$ cat config.mk
export PLATFORM = sky130hd
export DESIGN_NAME = vliw_fetch_flat
export DESIGN_NICKNAME = d
export VERILOG_FILES = /design/src/rtl/vliw_fetch_pkg.sv /design/src/rtl/vliw_fetch_if.sv /design/src/rtl/vliw_fetch_bundle_queue.sv /design/src/rtl/vliw_fetch.sv /design/src/flat_wrapper.sv
export SDC_FILE = /design/constraint.sdc
export NUM_CORES = 1
export LEC_CHECK = 0
export BUFFER_PORTS_ARGS = -buffer_cell sky130_fd_sc_hd__buf_2
export CELL_PAD_IN_SITES_DETAIL_PLACEMENT = 1
export CELL_PAD_IN_SITES_GLOBAL_PLACEMENT = 1
export CORE_MARGIN = 2
export CORE_UTILIZATION = 25
export CTS_BUF_LIST = sky130_fd_sc_hd__clkbuf_8
export DETAILED_ROUTE_END_ITERATION = 16
export PLACE_DENSITY_LB_ADDON = 0.1
export SLEW_MARGIN = 5
export SYNTH_ARGS = -nofsm -noshare
export SYNTH_HDL_FRONTEND = slang
export SYNTH_SLANG_ARGS = --single-unit
$ cat constraint.sdc
create_clock -name clk -period 10.66 [get_ports clk]
set_input_delay 2.132 -clock clk [delete_from_list [all_inputs] [get_ports clk]]
set_output_delay 2.132 -clock clk [all_outputs]
set_load 0.05 [all_outputs]
$ cat src/rtl/vliw_fetch_pkg.sv
`default_nettype none
// ============================================================================
//  Module      : vliw_fetch_pkg
//  Description : Shared constants, bundle record type and small helpers for
//                the VLIW instruction fetch unit.
//                SLOTS        - instruction slots per bundle
//                BUNDLE_W     - bundle data width in bits (SLOTS*32)
//                BUNDLE_BYTES - PC stride between consecutive bundles
//                NOP_INST     - filler encoding for empty slots
//  Revision    : 1.0  initial release
// ============================================================================
package vliw_fetch_pkg;

    localparam int SLOTS        = 4;
    localparam int BUNDLE_W     = SLOTS * 32;
    localparam int BUNDLE_BYTES = SLOTS * 4;

    localparam logic [31:0]         NOP_INST   = 32'h0000_0013;
    localparam logic [BUNDLE_W-1:0] NOP_BUNDLE = {SLOTS{NOP_INST}};

    // Clears the byte-offset bits so every address lands on a bundle boundary.
    localparam logic [31:0] BUNDLE_ADDR_MASK = ~(32'(BUNDLE_BYTES) - 32'd1);

    typedef struct packed {
        logic [BUNDLE_W-1:0] inst;
        logic [31:0]         pc;
    } bundle_t;

    function automatic logic [31:0] align_bundle(input logic [31:0] addr);
        return addr & BUNDLE_ADDR_MASK;
    endfunction

    // Increment that sticks at all-ones instead of wrapping.
    function automatic logic [31:0] sat_inc(input logic [31:0] value);
        return (value == 32'hFFFF_FFFF) ? value : value + 32'd1;
    endfunction

endpackage
`default_nettype wire

$ cat src/rtl/vliw_fetch_if.sv
`default_nettype none
// ============================================================================
//  Module      : vliw_fetch_if
//  Description : Instruction-memory request/grant bus between the fetch unit
//                (master) and instruction memory (slave).
//                imem_req    - bundle read request            (master -> slave)
//                imem_addr   - bundle-aligned read address    (master -> slave)
//                imem_gnt    - request accepted this cycle    (slave -> master)
//                imem_rvalid - response valid, 1 cycle after grant
//                imem_rdata  - bundle data, slot i at [32i+31:32i]
//  Revision    : 1.0  initial release
// ============================================================================
interface vliw_fetch_if;
    import vliw_fetch_pkg::*;

    logic                imem_req;
    logic [31:0]         imem_addr;
    logic                imem_gnt;
    logic                imem_rvalid;
    logic [BUNDLE_W-1:0] imem_rdata;

    modport master (
        output imem_req,
        output imem_addr,
        input  imem_gnt,
        input  imem_rvalid,
        input  imem_rdata
    );

    modport slave (
        input  imem_req,
        input  imem_addr,
        output imem_gnt,
        output imem_rvalid,
        output imem_rdata
    );

endinterface
`default_nettype wire

$ cat src/rtl/vliw_fetch_bundle_queue.sv
`default_nettype none
// ============================================================================
//  Module      : fetch_bundle_queue
//  Description : 2-entry FIFO of fetched bundles. Flush has priority over
//                push and pop; a push into a full queue is accepted only when
//                a pop happens in the same cycle.
//  Ports       : clk, rst (sync, active-low)
//                i_push/i_data  - enqueue request and bundle
//                i_pop          - dequeue the head
//                i_flush        - drop all entries at the end of the cycle
//                o_head         - head entry (meaningless while o_empty)
//                o_full/o_empty/o_count - occupancy status
//  Revision    : 1.0  initial release
// ============================================================================
module fetch_bundle_queue
    import vliw_fetch_pkg::*;
(
    input  wire logic    clk,
    input  wire logic    rst,
    input  wire logic    i_push,
    input  wire bundle_t i_data,
    input  wire logic    i_pop,
    input  wire logic    i_flush,
    output bundle_t      o_head,
    output logic         o_full,
    output logic         o_empty,
    output logic [1:0]   o_count
);

    bundle_t    r_mem [2];
    logic       r_rd_ptr;
    logic       r_wr_ptr;
    logic [1:0] r_count;

    logic w_do_pop;
    logic w_do_push;

    assign w_do_pop  = i_pop & (r_count != 2'd0);
    assign w_do_push = i_push & ((r_count != 2'd2) | w_do_pop);

    always_ff @(posedge clk) begin
        if (!rst || i_flush) begin
            r_rd_ptr <= 1'b0;
            r_wr_ptr <= 1'b0;
            r_count  <= 2'd0;
        end else begin
            if (w_do_push) begin
                r_wr_ptr <= ~r_wr_ptr;
            end
            if (w_do_pop) begin
                r_rd_ptr <= ~r_rd_ptr;
            end
            r_count <= r_count + 2'(w_do_push) - 2'(w_do_pop);
        end
    end

    // Storage needs no reset: it is only observed through a non-zero count.
    always_ff @(posedge clk) begin
        if (w_do_push) begin
            r_mem[r_wr_ptr] <= i_data;
        end
    end

    assign o_head  = r_mem[r_rd_ptr];
    assign o_full  = (r_count == 2'd2);
    assign o_empty = (r_count == 2'd0);
    assign o_count = r_count;

endmodule
`default_nettype wire

$ cat src/rtl/vliw_fetch.sv
`default_nettype none
// ============================================================================
//  Module      : vliw_fetch
//  Description : VLIW instruction fetch unit. Owns the fetch PC, issues
//                bundle reads over the imem request/grant bus, buffers
//                responses in a 2-entry queue and presents one bundle per
//                cycle to the issue stage. A taken branch redirects the PC,
//                flushes the queue and squashes the presented bundle.
//  Ports       : clk, rst (sync, active-low)
//                stall         - hold the presented bundle
//                branch_taken  - redirect request, target on new_pc
//                imem          - vliw_fetch_if master modport
//                bundle_inst   - presented bundle (NOPs when empty)
//                bundle_pc     - PC of slot 0 (holds last value when empty)
//                bundle_valid  - presented bundle is real
//                branch_squash - presented bundle is wrong-path
//  Options     : VLIW_FETCH_PERF_EN adds saturating 32-bit counters
//                perf_bundles, perf_redirects and perf_empty.
//  Revision    : 1.0  initial release
// ============================================================================
module vliw_fetch
    import vliw_fetch_pkg::*;
#(
    parameter logic [31:0] RESET_PC = 32'h0000_0000
)(
    input  wire logic          clk,
    input  wire logic          rst,
    input  wire logic          stall,
    input  wire logic          branch_taken,
    input  wire logic [31:0]   new_pc,
    vliw_fetch_if.master       imem,
    output logic [BUNDLE_W-1:0] bundle_inst,
    output logic [31:0]        bundle_pc,
    output logic               bundle_valid,
    output logic               branch_squash
`ifdef VLIW_FETCH_PERF_EN
    ,
    output logic [31:0]        perf_bundles,
    output logic [31:0]        perf_redirects,
    output logic [31:0]        perf_empty
`endif
);

    logic [31:0] r_fpc;
    logic [31:0] r_resp_pc;
    logic [31:0] r_last_pc;
    logic        r_outstanding;

    bundle_t     w_head;
    bundle_t     w_push_data;
    logic        w_full;
    logic        w_empty;
    logic [1:0]  w_count;
    logic        w_pop;
    logic        w_push;
    logic        w_grant;
    logic [2:0]  w_level;

    // ------------------------------------------------------------------
    // Request side
    // ------------------------------------------------------------------
    assign w_pop = bundle_valid & ~stall;

    // Entries held plus the one in flight, minus the one leaving this
    // cycle; a new request is only made when its response has a slot.
    assign w_level = 3'(w_count) + 3'(r_outstanding) - 3'(w_pop);

    assign imem.imem_req  = rst & (w_level < 3'd2);
    assign imem.imem_addr = branch_taken ? align_bundle(new_pc) : r_fpc;
    assign w_grant        = imem.imem_req & imem.imem_gnt;

    always_ff @(posedge clk) begin
        if (!rst) begin
            r_fpc         <= RESET_PC;
            r_outstanding <= 1'b0;
            r_resp_pc     <= RESET_PC;
        end else begin
            r_outstanding <= w_grant;
            if (w_grant) begin
                r_resp_pc <= imem.imem_addr;
            end
            if (branch_taken) begin
                // The redirect address itself may already be granted.
                r_fpc <= align_bundle(new_pc)
                         + (w_grant ? 32'(BUNDLE_BYTES) : 32'd0);
            end else if (w_grant) begin
                r_fpc <= r_fpc + 32'(BUNDLE_BYTES);
            end
        end
    end

    // ------------------------------------------------------------------
    // Response side / bundle queue
    // ------------------------------------------------------------------
    // Gating on r_outstanding drops a response whose grant predates a reset.
    // Responses in a redirect cycle belong to the wrong path.
    assign w_push = imem.imem_rvalid & r_outstanding & ~branch_taken
                    & (~w_full | w_pop);

    assign w_push_data.inst = imem.imem_rdata;
    assign w_push_data.pc   = r_resp_pc;

    fetch_bundle_queue u_queue (
        .clk     (clk),
        .rst     (rst),
        .i_push  (w_push),
        .i_data  (w_push_data),
        .i_pop   (w_pop),
        .i_flush (branch_taken),
        .o_head  (w_head),
        .o_full  (w_full),
        .o_empty (w_empty),
        .o_count (w_count)
    );

    // ------------------------------------------------------------------
    // Presentation
    // ------------------------------------------------------------------
    always_ff @(posedge clk) begin
        if (!rst) begin
            r_last_pc <= RESET_PC;
        end else if (!w_empty) begin
            r_last_pc <= w_head.pc;
        end
    end

    assign bundle_valid  = ~w_empty;
    assign bundle_inst   = w_empty ? NOP_BUNDLE : w_head.inst;
    assign bundle_pc     = w_empty ? r_last_pc  : w_head.pc;
    assign branch_squash = branch_taken;

`ifdef VLIW_FETCH_PERF_EN
    // ------------------------------------------------------------------
    // Performance counters
    // ------------------------------------------------------------------
    always_ff @(posedge clk) begin
        if (!rst) begin
            perf_bundles   <= 32'd0;
            perf_redirects <= 32'd0;
            perf_empty     <= 32'd0;
        end else begin
            if (w_pop) begin
                perf_bundles <= sat_inc(perf_bundles);
            end
            if (branch_taken) begin
                perf_redirects <= sat_inc(perf_redirects);
            end
            if (!bundle_valid && !stall) begin
                perf_empty <= sat_inc(perf_empty);
            end
        end
    end
`endif

endmodule
`default_nettype wire
$ cat src/flat_wrapper.sv
// flat-port wrapper written by rule: the top's interface ports become plain ports
module vliw_fetch_flat import vliw_fetch_pkg::*;
#(
    parameter logic [31:0] RESET_PC = 32'h0000_0000
)
  (clk, rst, stall, branch_taken, new_pc, bundle_inst, bundle_pc, bundle_valid, branch_squash, imem_imem_req, imem_imem_addr, imem_imem_gnt, imem_imem_rvalid, imem_imem_rdata);
  vliw_fetch_if imem_i ();
  input  wire logic clk;
  input  wire logic rst;
  input  wire logic stall;
  input  wire logic branch_taken;
  input  wire logic [31:0] new_pc;
  output logic [BUNDLE_W-1:0] bundle_inst;
  output logic [31:0] bundle_pc;
  output logic bundle_valid;
  output logic branch_squash;
  output wire logic [$bits(imem_i.imem_req)-1:0] imem_imem_req;
  output wire logic [$bits(imem_i.imem_addr)-1:0] imem_imem_addr;
  input wire logic [$bits(imem_i.imem_gnt)-1:0] imem_imem_gnt;
  input wire logic [$bits(imem_i.imem_rvalid)-1:0] imem_imem_rvalid;
  input wire logic [$bits(imem_i.imem_rdata)-1:0] imem_imem_rdata;
  assign imem_imem_req = imem_i.imem_req;
  assign imem_imem_addr = imem_i.imem_addr;
  assign imem_i.imem_gnt = imem_imem_gnt;
  assign imem_i.imem_rvalid = imem_imem_rvalid;
  assign imem_i.imem_rdata = imem_imem_rdata;
  vliw_fetch #(.RESET_PC(RESET_PC)) u_core (.clk(clk), .rst(rst), .stall(stall), .branch_taken(branch_taken), .new_pc(new_pc), .imem(imem_i), .bundle_inst(bundle_inst), .bundle_pc(bundle_pc), .bundle_valid(bundle_valid), .branch_squash(branch_squash));
endmodule
==> impl_metrics.csv <==
group,metric,value,unit
worst_setup_path,regToRegEndpoint,"u_core.r_fpc[30]",
logic_synthesis,ys.warnings.count,0,
timing,max_clock_freq,0.1564,GHz
timing,period_needed,6.393,ns
drt,drt_pre_antenna_iters,4,
logic_synthesis,synthesis.area,0.01661,mm2
worst_setup_path,crit_family,"adder cells",
global_routing,grtUsageTotal,0.1387,
timing,rsz0062_at_grt,"false",
clocking,cts.hold.buffers_added,0,
logic_synthesis,ys_ff_latch,409,
placed_design,portBuffers,352,
worst_setup_path,setup.worst_path.class,"in -> out",
layout,filler_cell_count,7228,
worst_setup_path,crit_cells,8,
die,placement_rows,94,
drt,average_wire_per_standard_cell,19.43,um
global_routing,grt_antenna_before_repair,5,
logic_synthesis,synthesis.area_per_instance,13.79,um2
layout,mostFrequentLayoutCell,"sky130_fd_sc_hd__buf_2",
drt,routed_wirelength,48890,um
power_and_ir_drop,totalPowerFinal,3.504,mW
placed_design,dpl.cell_count,2368,
clocking,tritoncts,"built",
timing,setup_slack,4.267,ns
timing,clock-skew-final,0.03084,ns
drt,via_count,10800,
layout,layout_common_cells,"sky130_fd_sc_hd__buf_2 (352), sky130_fd_sc_hd__edfxtp_1 (314), sky130_fd_sc_hd__mux2i_1 (191)",
global_routing,grt_pass1_wl,70910,um
global_routing,number_of_global_route_vias_before_repair,11120,
die,initial_utilization,0.2526,
worst_setup_path,worstPathCellList,"buf_2 > nor2_1 > ha_1 > nand2b_1 > fa_1 > xor2_1 > nor2_1 > buf_2",
logic_synthesis,yosysUniqueCellTypes,51,
clocking,clock-root-buffer,"sky130_fd_sc_hd__clkbuf_8",
die,die_width,261.7,um
worst_setup_path,path_max_fanout,7,
clocking,clock_insertion_delay_worst_skew,0.65,ns
clocking,cts_sinks,409,
layout,finalCoreUtilization,0.3161,
placed_design,detailedPlace.worstSlack,4.244,ns
power_and_ir_drop,leakage_power_of_the_design,7.774,nW
die,die-height,261.7,um
worst_setup_path,timing.reg2reg.setup_slack,6.74,ns
clocking,cts_buffers,79,
die,design.core.area,0.06575,mm2
global_routing,largest_net_degree_at_the_start_of_global_routing,174,
worst_setup_path,critPathLaunch,"stall",
layout,finalNetCount,1758,
placed_design,gp_congestion,0.7220,
status,result_of_the_run,"finished clean",
worst_setup_path,worst_setup_end_kind,"output pin",
layout,finalNonFillerCells,2516,
logic_synthesis,dominantRegCellSynth,"sky130_fd_sc_hd__edfxtp_1",
worst_setup_path,critical_path.startpoint_type,"input port",
worst_setup_path,worst_ep_required_time,8.53,ns
drt,detail_route.iter0.violations,403,
timing,final_max_slew_viol_count,0,
timing,worst_slew_margin_rel,0.2506,
timing,max_slew.worst_pin.slew,1.124,ns
run,timing.max_cap.violations,0,
timing,final_min_period_over_clock_period,0.5997,
logic_synthesis,async_flop_share,0,
power_and_ir_drop,vdd_drop_max,65.26,uV
clocking,cts.path.max_buffers,3,
global_routing,grt_overflow,0,
logic_synthesis,synth_edf_count,314,
worst_setup_path,buf_inv_on_cp,2,
clocking,post_cts_resized,0,
worst_setup_path,slowest_delay,0.58,ns
worst_setup_path,crit_end,"imem_imem_req",
placed_design,dp_hpwl,31970,um
clocking,clkSlewWorstSetupHoldPaths,0.05,ns
power_and_ir_drop,power_density,168.6,mW/mm2
drt,detail-route-antenna-nets,0,
worst_setup_path,worst_r2r_path_depth,13,
min_path,hold_path.class,"reg -> reg",
logic_synthesis,synth.yosys.seq_area_share,0.6823,
drt,drt_drc_violations_left,0,
drt,detail_route.vias_per_cell,4.294,
clocking,cts.htree.levels,3,
worst_setup_path,crit_path_top_delay_cell,"sky130_fd_sc_hd__xor2_1",
logic_synthesis,synth_cells,1204,
die,ios,361,
timing,report.final.hold_viol_count,0,
layout,layout-area-overhead-vs-synth,25.16,%
timing,setup_violations,0,
worst_setup_path,timing.rr.start,"u_core.u_queue.o_count[1]",
layout,drive_above_1_share,0.3080,
timing,totalNegativeSetupSlack,0,ns
clocking,post-cts-setup-buffer-count,0,
die,design.die.area,0.06850,mm2
worst_setup_path,worstPathArrival,4.26,ns
-- flip-flops by register name, indices dropped and copies added, names as in the netlist, named ones only --
signal / flops
u_core.r_resp_pc: 29
u_core.u_queue.r_rd_ptr: 1
u_core.u_queue.r_mem: 314
u_core.u_queue.r_wr_ptr: 1
u_core.u_queue.o_count: 2
u_core.r_outstanding: 1
u_core.r_last_pc: 32
u_core.r_fpc: 28
-- cells in the mapped netlist (all sizes together), types with 3 or more instances --
library cell    n  area share
a211oi         10      0.0051
a21o            3      0.0014
a21oi           8      0.0024
and2           37       0.014
and3           10      0.0038
and4            8      0.0044
buf            38       0.013
clkbuf         30      0.0069
dfxtp          95        0.11
edfxtp        314        0.57
ha              6      0.0045
inv            14      0.0032
mux2           22       0.015
mux2i         191        0.12
nand2          69       0.016
nand2b          3      0.0011
nand3          20      0.0060
nand4          21      0.0092
nor2          174       0.039
nor2b           3      0.0011
nor3            9      0.0030
nor4            4      0.0042
o211a           3      0.0018
o21a            5      0.0023
o21ai          44       0.013
o22ai           4      0.0015
xnor2          26       0.014
xor2           19       0.010
-- logic make-up after synthesis --
logic type	Yosys count	share of synthesized area
simple gates	360	0.1027
flops	409	0.6823
xor+xnor	45	0.02373
other cells	1	0.0002258
compound gates	83	0.03074
buf+inv	86	0.02449
mux	213	0.1300
fa+ha+maj	7	0.005726
-- metrics by stage --
step | hold WS (ns) | cell area (um2)
3_3_place_gp | 0.4363 | 19270
3_5_place_dp | 0.4463 | 19270
5_1_grt | 0.4712 | 20780
6_report | 0.4541 | 20780
4_1_cts | 0.4593 | 20770
2_1_floorplan | 0.4169 | 16620
-- layer usage --
layer	GRT usage	wire length [um]	vias to the layer above	share of wire
met4	0.05129	1040	4	0.021
met5	0	19	-	0.00039
met2	0.2290	23670	275	0.48
li1	-	-	5147	-
met3	0.03221	3076	65	0.063
met1	0.1769	21080	5313	0.43
-- layout make-up --
class | count | area [um2] | area share
Sequential cell | 409 | 11330 | 0.5454
Multi-Input combinational cell | 712 | 4905 | 0.2360
Timing Repair Buffer | 368 | 1894 | 0.09114
Clock buffer | 89 | 1225 | 0.05894
Tap cell | 864 | 1081 | 0.05201
Clock inverter | 53 | 272.8 | 0.01312
Inverter | 15 | 56.30 | 0.002709
Antenna cell | 6 | 15.01 | 0.0007224
-- worst min path at each step --
stage                               startpoint                          end  slack [ns]  cells after the start
after floorplan            u_core.r_resp_pc[3]          u_core.r_resp_pc[3]        0.42                      2
after global placement    u_core.r_resp_pc[27]  u_core.u_queue.r_mem[0][27]        0.44                      0
after detailed placement  u_core.r_resp_pc[31]  u_core.u_queue.r_mem[0][31]        0.45                      0
after CTS                 u_core.r_resp_pc[20]  u_core.u_queue.r_mem[1][20]        0.46                      0
after global routing      u_core.r_resp_pc[19]  u_core.u_queue.r_mem[1][19]        0.47                      0
final                      u_core.r_resp_pc[9]   u_core.u_queue.r_mem[1][9]        0.45                      0
-- power by group --
group	switching, mW	internal (mW)
clock network	0.671	0.808
registers	0.0171	1.75
logic	0.184	0.0770
total	0.872	2.63
No activity file was read; power rests on OpenSTA's default activity.
